==> config.mk <==
export PLATFORM = sky130hd
export DESIGN_NAME = serial_adder
export DESIGN_NICKNAME = d
export VERILOG_FILES = /design/src/rtl/serial_adder.sv
export SDC_FILE = /design/constraint.sdc
export NUM_CORES = 1
export LEC_CHECK = 0
export ABC_AREA = 1
export CORE_ASPECT_RATIO = 1.2
export CORE_MARGIN = 2
export CORE_UTILIZATION = 55
export CTS_BUF_LIST = sky130_fd_sc_hd__clkbuf_4 sky130_fd_sc_hd__clkbuf_8
export DETAILED_ROUTE_END_ITERATION = 12
export GPL_TIMING_DRIVEN = 0
export PLACE_DENSITY = 0.91
export SLEW_MARGIN = 30
export SYNTH_ARGS = -nofsm -noshare
export SYNTH_HDL_FRONTEND = slang
export SYNTH_SLANG_ARGS = --single-unit
==> constraint.sdc <==
create_clock -name clk -period 3.2 [get_ports clk]
set_input_delay 0.32 -clock clk [delete_from_list [all_inputs] [get_ports clk]]
set_output_delay 0.32 -clock clk [all_outputs]
set_load 0.02 [all_outputs]
==> src/rtl/serial_adder.sv <==
// Bit-serial adder: computes {Cout, Sum} = A + B + Cin one bit per clock,
// LSB first, through a single full_adder. Control is a three-state FSM
// (IDLE, SHIFT, DONE) with registered Busy/Done/Sum/Cout outputs.
//
// Handshake: Start is sampled on each rising clk edge while in IDLE or DONE.
// When it is accepted, A/B/Cin are captured. Done pulses for exactly one
// cycle when Sum/Cout carry a new result. Start is ignored while the
// addition is in progress (SHIFT), and so are changes on A/B/Cin.

module full_adder (
  input  logic a_i,
  input  logic b_i,
  input  logic c_i,
  output logic s_o,
  output logic c_o
);

  // One-bit full add; purely combinational.
  always_comb begin
    s_o = a_i ^ b_i ^ c_i;
    c_o = (a_i & b_i) | (c_i & (a_i ^ b_i));
  end

endmodule

module serial_adder #(
  parameter int N = 8
) (
  input  logic         clk,
  input  logic         rst,
  input  logic         Start,
  input  logic [N-1:0] A,
  input  logic [N-1:0] B,
  input  logic         Cin,
  output logic [N-1:0] Sum,
  output logic         Cout,
  output logic         Busy,
  output logic         Done,
  output logic [1:0]   state_dbg
);

  localparam int CW = $clog2(N + 1);

  typedef enum logic [1:0] {
    IDLE  = 2'd0,
    SHIFT = 2'd1,
    DONE  = 2'd2
  } state_t;

  state_t        state_q;
  logic [N-1:0]  a_q;
  logic [N-1:0]  b_q;
  logic [N-1:0]  psum_q;
  logic [N-1:0]  psum_d;
  logic          carry_q;
  logic [CW-1:0] cnt_q;
  logic [CW-1:0] cnt_d;
  logic          last_bit;
  logic          fa_sum;
  logic          fa_cout;

  // The only arithmetic in the block: operand LSBs plus the running carry.
  full_adder u_fa (
    .a_i (a_q[0]),
    .b_i (b_q[0]),
    .c_i (carry_q),
    .s_o (fa_sum),
    .c_o (fa_cout)
  );

  // Next counter value and next partial sum; the final bit is the one
  // whose increment makes the counter reach N.
  always_comb begin
    cnt_d    = cnt_q + 1'b1;
    psum_d   = {fa_sum, psum_q[N-1:1]};
    last_bit = (cnt_d == CW'(N));
  end

  assign state_dbg = state_q;

  // FSM plus datapath registers; all outputs are registered here.
  always_ff @(posedge clk or posedge rst) begin
    if (rst) begin
      state_q <= IDLE;
      a_q     <= '0;
      b_q     <= '0;
      psum_q  <= '0;
      carry_q <= 1'b0;
      cnt_q   <= '0;
      Sum     <= '0;
      Cout    <= 1'b0;
      Busy    <= 1'b0;
      Done    <= 1'b0;
    end else begin
      case (state_q)
        IDLE, DONE: begin
          // DONE accepts Start exactly like IDLE, so requests can run back to back.
          Done <= 1'b0;
          Busy <= 1'b0;
          if (Start) begin
            a_q     <= A;
            b_q     <= B;
            carry_q <= Cin;
            cnt_q   <= '0;
            psum_q  <= '0;
            state_q <= SHIFT;
          end else begin
            state_q <= IDLE;
          end
        end
        SHIFT: begin
          a_q     <= a_q >> 1;
          b_q     <= b_q >> 1;
          psum_q  <= psum_d;
          carry_q <= fa_cout;
          cnt_q   <= cnt_d;
          if (last_bit) begin
            // Publish the completed result; the final carry goes only to Cout.
            Sum     <= psum_d;
            Cout    <= fa_cout;
            Done    <= 1'b1;
            Busy    <= 1'b0;
            state_q <= DONE;
          end else begin
            Busy <= 1'b1;
          end
        end
        default: begin
          Busy    <= 1'b0;
          Done    <= 1'b0;
          state_q <= IDLE;
        end
      endcase
    end
  end

endmodule
Word-level counts from Yosys, hierarchy flattened. Cells that the tools add are included.

Bits in registers: 42. Input port bits: 20. Output and inout port bits: 13. Word-level logic and storage cells: 43.

$add $sub $neg: 1. Eq/ne operators: 5. Multiplexer cells: 17. Bitwise logic cells: 5. Reductions and logical operators: 5.

Operators with widths (count): case mux 8 bit (2 select lines) (3); two-way mux 8 bit (3); case mux 4 bit (2 select lines) (1); two-way mux 1 bit (6); adder 4 x 1 -> 4 bit (second input constant) (1); == test 4 bit (second input constant) (1); two-way mux 4 bit (1); != test 2 bit (second input constant) (2); case mux 2 bit (2 select lines) (1); AND reduction 2 bit (2); bitwise AND 1 bit (2); == test 2 x 1 -> 1 bit (second input constant) (1); == test 2 bit (second input constant) (1); zero test 2 bit (1); two-way mux 2 bit (1); case mux 1 bit (2 select lines) (1); nonzero test 2 bit (1); OR reduction 2 bit (1); bitwise XOR 1 bit (2); bitwise OR 1 bit (1).

Longest topological paths before layout.
Word-level depth: 4. Mapped depth: 7. Mapped depth without buffers: 7.

Cells and area by module. Synthesis repeated with hierarchy kept, for this count alone.

Cells, all modules: 202. Area, all modules: 1769.2 um^2.

By module, submodules not included: serial_adder (times used 1, cells each 201, area each 1749.2 um^2, sequential area each 1001.0 um^2); full_adder (times used 1, cells each 1, area each 20.0 um^2, sequential area each 0.0 um^2).

Worst setup path after synthesis. Ideal clock, no wire load.

Path type: register to register. From: register state_q[0], in the netlist state_dbg[0]. To: register a_q[0]. Setup time: 0.122 ns. Arrival time: 1.112 ns. Data required time: 3.078 ns. Slack: 1.966 ns. Cell stages (with the launch flop): 6. Path buffers: 1. Clock period less this slack: 1.234 ns. Cell sequence: dfrtp_1 > inv_2 > nand2_2 > buf_2 > nor3_1 > nor2_1.

Longest elaborated chain between the ends: 4. Elaborated cells between the ends (all ways): 8. Classes of those cells: eq/ne: 3; mux: 1; reduce/logical: 4.

Ends and longest elaborated chain: start, declared (RTL line 50) `state_t state_q;`; start signal, assigned (RTL line 84) `state_q <= IDLE;`; start signal, assigned (RTL line 106) `state_q <= SHIFT;`; start signal, assigned (RTL line 108) `state_q <= IDLE;`; == test 2 bit or zero test 2 bit (tied branches) (RTL line 95) `case (state_q)`; OR reduction 2 bit (RTL line 95); != test 2 bit (no line) or nonzero test 2 bit (tied branches); AND reduction 2 bit (no line); end signal, assigned (RTL line 112) `a_q <= a_q >> 1;`; end, declared (RTL line 51) `logic [N-1:0] a_q;`.

Several ways; a longest one is shown, not always the timed one. A chain may end at the register's enable or synchronous reset.

==> flow_metrics.env <==
export IMPL_cp_top_family="buffers and inverters"
export IMPL_synth_top_family_by_area="simple AND/OR/NAND/NOR gates"
export IMPL_final_antenna_net_count=0
export IMPL_rsz0062_at_grt="false"
export IMPL_synth_compound_area_share_pct=8.08
export IMPL_clock_latency_ps=350
export IMPL_max_cap_viol_count=0
export IMPL_combPwrFrac_pct=44.1
export IMPL_muxShareOfSynthArea_pct=0
export IMPL_ctsLongestPathBuffers=2
export IMPL_avgSynthCellArea_um2=8.86
export IMPL_ff2ff_path_depth=5
export IMPL_cp_arrival_ps=1580
export IMPL_tightest_slew_ps=329
export IMPL_final_area_mm2=0.00226
export IMPL_pwr_share_clk_pct=16.8
export IMPL_sw_frac_of_total_pct=39.9
export IMPL_internal_power_mw=1.32
export IMPL_final_util_pct=73.4
export IMPL_avgViaCountPerCell=5.36
export IMPL_power_leakage_nw=1.11
export IMPL_first_global_vias=1484
export IMPL_synth_area_mm2=0.00178
export IMPL_yosys_warnings=0
export IMPL_crit_buf_inv=2
export IMPL_mostFrequentLayoutCells="nand2_1, dfrtp_1, clkdlybuf4s50_1"
export IMPL_rows=22
export IMPL_p_switching_mw=0.875
export IMPL_worstPathMaxFanout=3
export IMPL_synth_ff_type="dfrtp_1"
export IMPL_rr_startpoint="Done"
export IMPL_finalCriticalPeriod_ps=1900
export IMPL_post_drt_wl_per_cell_um=12.9
export IMPL_syn_inst=201
export IMPL_synth_enable_flop_cells=0
export IMPL_fmax_mhz=527
export IMPL_numPortBuffers=32
export IMPL_placed_area_mm2=0.00217
export IMPL_crit_path_cell_trace="buf_4, clkdlybuf4s50_1"
export IMPL_drive_gt1_share_pct=11.2
export IMPL_worst_endpoint_required_ps=2880
export IMPL_synth_simple_area_share_pct=24.8
export IMPL_max_slew_margin_pct=78.0
export IMPL_first_iter_violations=49
export IMPL_syn_nets=223
export IMPL_crit_path_top_delay_cell="clkdlybuf4s50_1"
export IMPL_vias=1491
export IMPL_final_nets=263
export IMPL_die_area_mm2=0.00371
export IMPL_antenna_cells=0
export IMPL_start_util_pct=57.8
export IMPL_yosys_area_share_adder_pct=1.83
export IMPL_post_cts_setup_buffer_count=0
export IMPL_io_pins=33
export IMPL_cp_start_kind="flip-flop"
export IMPL_clkTransAtPathRegs_ps=110
export IMPL_synthToLayoutAreaGrowth_pct=27.0
export IMPL_final_common_cell="nand2_1"
export IMPL_grt_max_degree=28
export IMPL_r2r_end="psum_q[2]"
export IMPL_place_gp_congestion=0.845
export IMPL_skew_ps=9.37
export IMPL_hold_buffers=0
export IMPL_fillers=243
export IMPL_regArea_mm2=0.00100
export IMPL_rrSetupSlack_ps=1870
export IMPL_dieHeight_um=66.4
export IMPL_antenna_found_initial=0
export IMPL_synth_cell_types=24
export IMPL_ys_ff_latch=40
export IMPL_cts_buffers=5
export IMPL_slew_violations=0
export IMPL_hold_viol_final=0
export IMPL_crit_type="reg -> out"
export IMPL_seqPwrFrac_pct=39.1
export IMPL_async_flop_share_pct=100
export IMPL_cts_tree="done"
export IMPL_cts_repair_resized=0
export IMPL_dp_final_hpwl_um=2540
export IMPL_fin_crit_sh_pct=59.3
export IMPL_finalSetupViolCount=0
export IMPL_status="finished clean"
export IMPL_multi_input_area_um2=618
export IMPL_drc=0
export IMPL_dr_pass1_iters=4
export IMPL_ys_seq_area_share_pct=56.2
export IMPL_synth_xor_area_share_pct=0
export IMPL_cts_sinks=40
export IMPL_power_density_mw_per_mm2=968
export IMPL_setup_tns_ps=0
export IMPL_h_tree_depth=2
export IMPL_grt_ovfl_total=0
export IMPL_grtUsageTotal_pct=22.7
export IMPL_dieWidth_um=56.0
export IMPL_cp_slowest_stage_delay_ps=600
export IMPL_vdd_drop_max_mv=0.697
export IMPL_grt_pass1_wl_um=6340
export IMPL_core_area_mm2=0.00308
export IMPL_hold_class="in -> async"
export IMPL_crit_path_end_kind="output port"
export IMPL_totalWireLength_um=3580
export IMPL_root_buffer="clkbuf_4"
[power by group through the flow]
stage          Combinational (mW)  Clock, mW  Sequential (mW)
2_1_floorplan               0.605          0            0.908
6_report                    0.967      0.368            0.856
3_3_place_gp                0.921          0            0.853
4_1_cts                     0.970      0.374            0.855
3_5_place_dp                0.965          0            0.867
5_1_grt                      1.09      0.396            0.888
[cell usage after synthesis, types with 3 or more instances]
cell type  count  area (um2)
nand3_1        3        15.0
nand2_1       45         169
dfrtp_1       40        1000
nor3_1        14        70.1
o22ai_1        5        31.3
nand4_1       10        62.6
inv_1         25        93.8
o21ai_1       14        70.1
nor2_1        18        67.6
o21ai_0        6        30.0
buf_2          8        40.0
[routing by layer]
| metal | vias up | GRT usage, % | part of all wire, % |
|---|---|---|---|
| met5 | - | 0 | 0 |
| met4 | 0 | 14.6 | 3.3 |
| met3 | 12 | 4.31 | 5.1 |
| met2 | 55 | 37.1 | 49 |
| met1 | 692 | 27.6 | 42 |
| li1 | 732 | - | - |
[metrics by stage]
step	power, mW	setup slack, ps	hold slack [ps]	cells
2_1_floorplan	1.51	1960	454	201
3_3_place_gp	1.77	1180	452	269
3_5_place_dp	1.83	1590	458	270
4_1_cts	2.20	1280	231	278
5_1_grt	2.38	1230	234	278
6_report	2.19	1300	237	278
[flip-flops by register name, indices dropped and copies added, names as in the netlist]
name,cells
Cout,1
a_q,8
Done,1
psum_q,7
state_dbg,1
cnt_q,4
Sum,8
Busy,1
carry_q,1
b_q,8
[logic make-up after synthesis]
group	after synthesis
flip-flops	40
adder cells (fa/ha/maj)	2
AO/OA/AOI/OAI	27
buffers and inverters	37
AND/OR/NAND/NOR	95
[layout make-up]
cell class | instances | share of cell area [%]
sequential | 40 | 44.2
inverter | 27 | 4.59
timing repair buffer | 33 | 15.0
clock inverter | 1 | 1.33
tap | 36 | 1.99
multi-input combinational | 124 | 27.3
buffer | 10 | 2.60
clock buffer | 7 | 2.88
[how the worst max path moves through the flow]
stage / startpoint / endpoint / slack, ps / depth (start not counted)
2_1_floorplan: rst / Busy / 1960 / 1
3_3_place_gp: rst / b_q[3] / 1180 / 2
3_5_place_dp: Start / psum_q[5] / 1590 / 5
4_1_cts: Done / state_dbg[1] / 1280 / 2
5_1_grt: Done / state_dbg[1] / 1230 / 2
6_report: Done / state_dbg[1] / 1300 / 2
No activity file was read; power rests on OpenSTA's default activity.
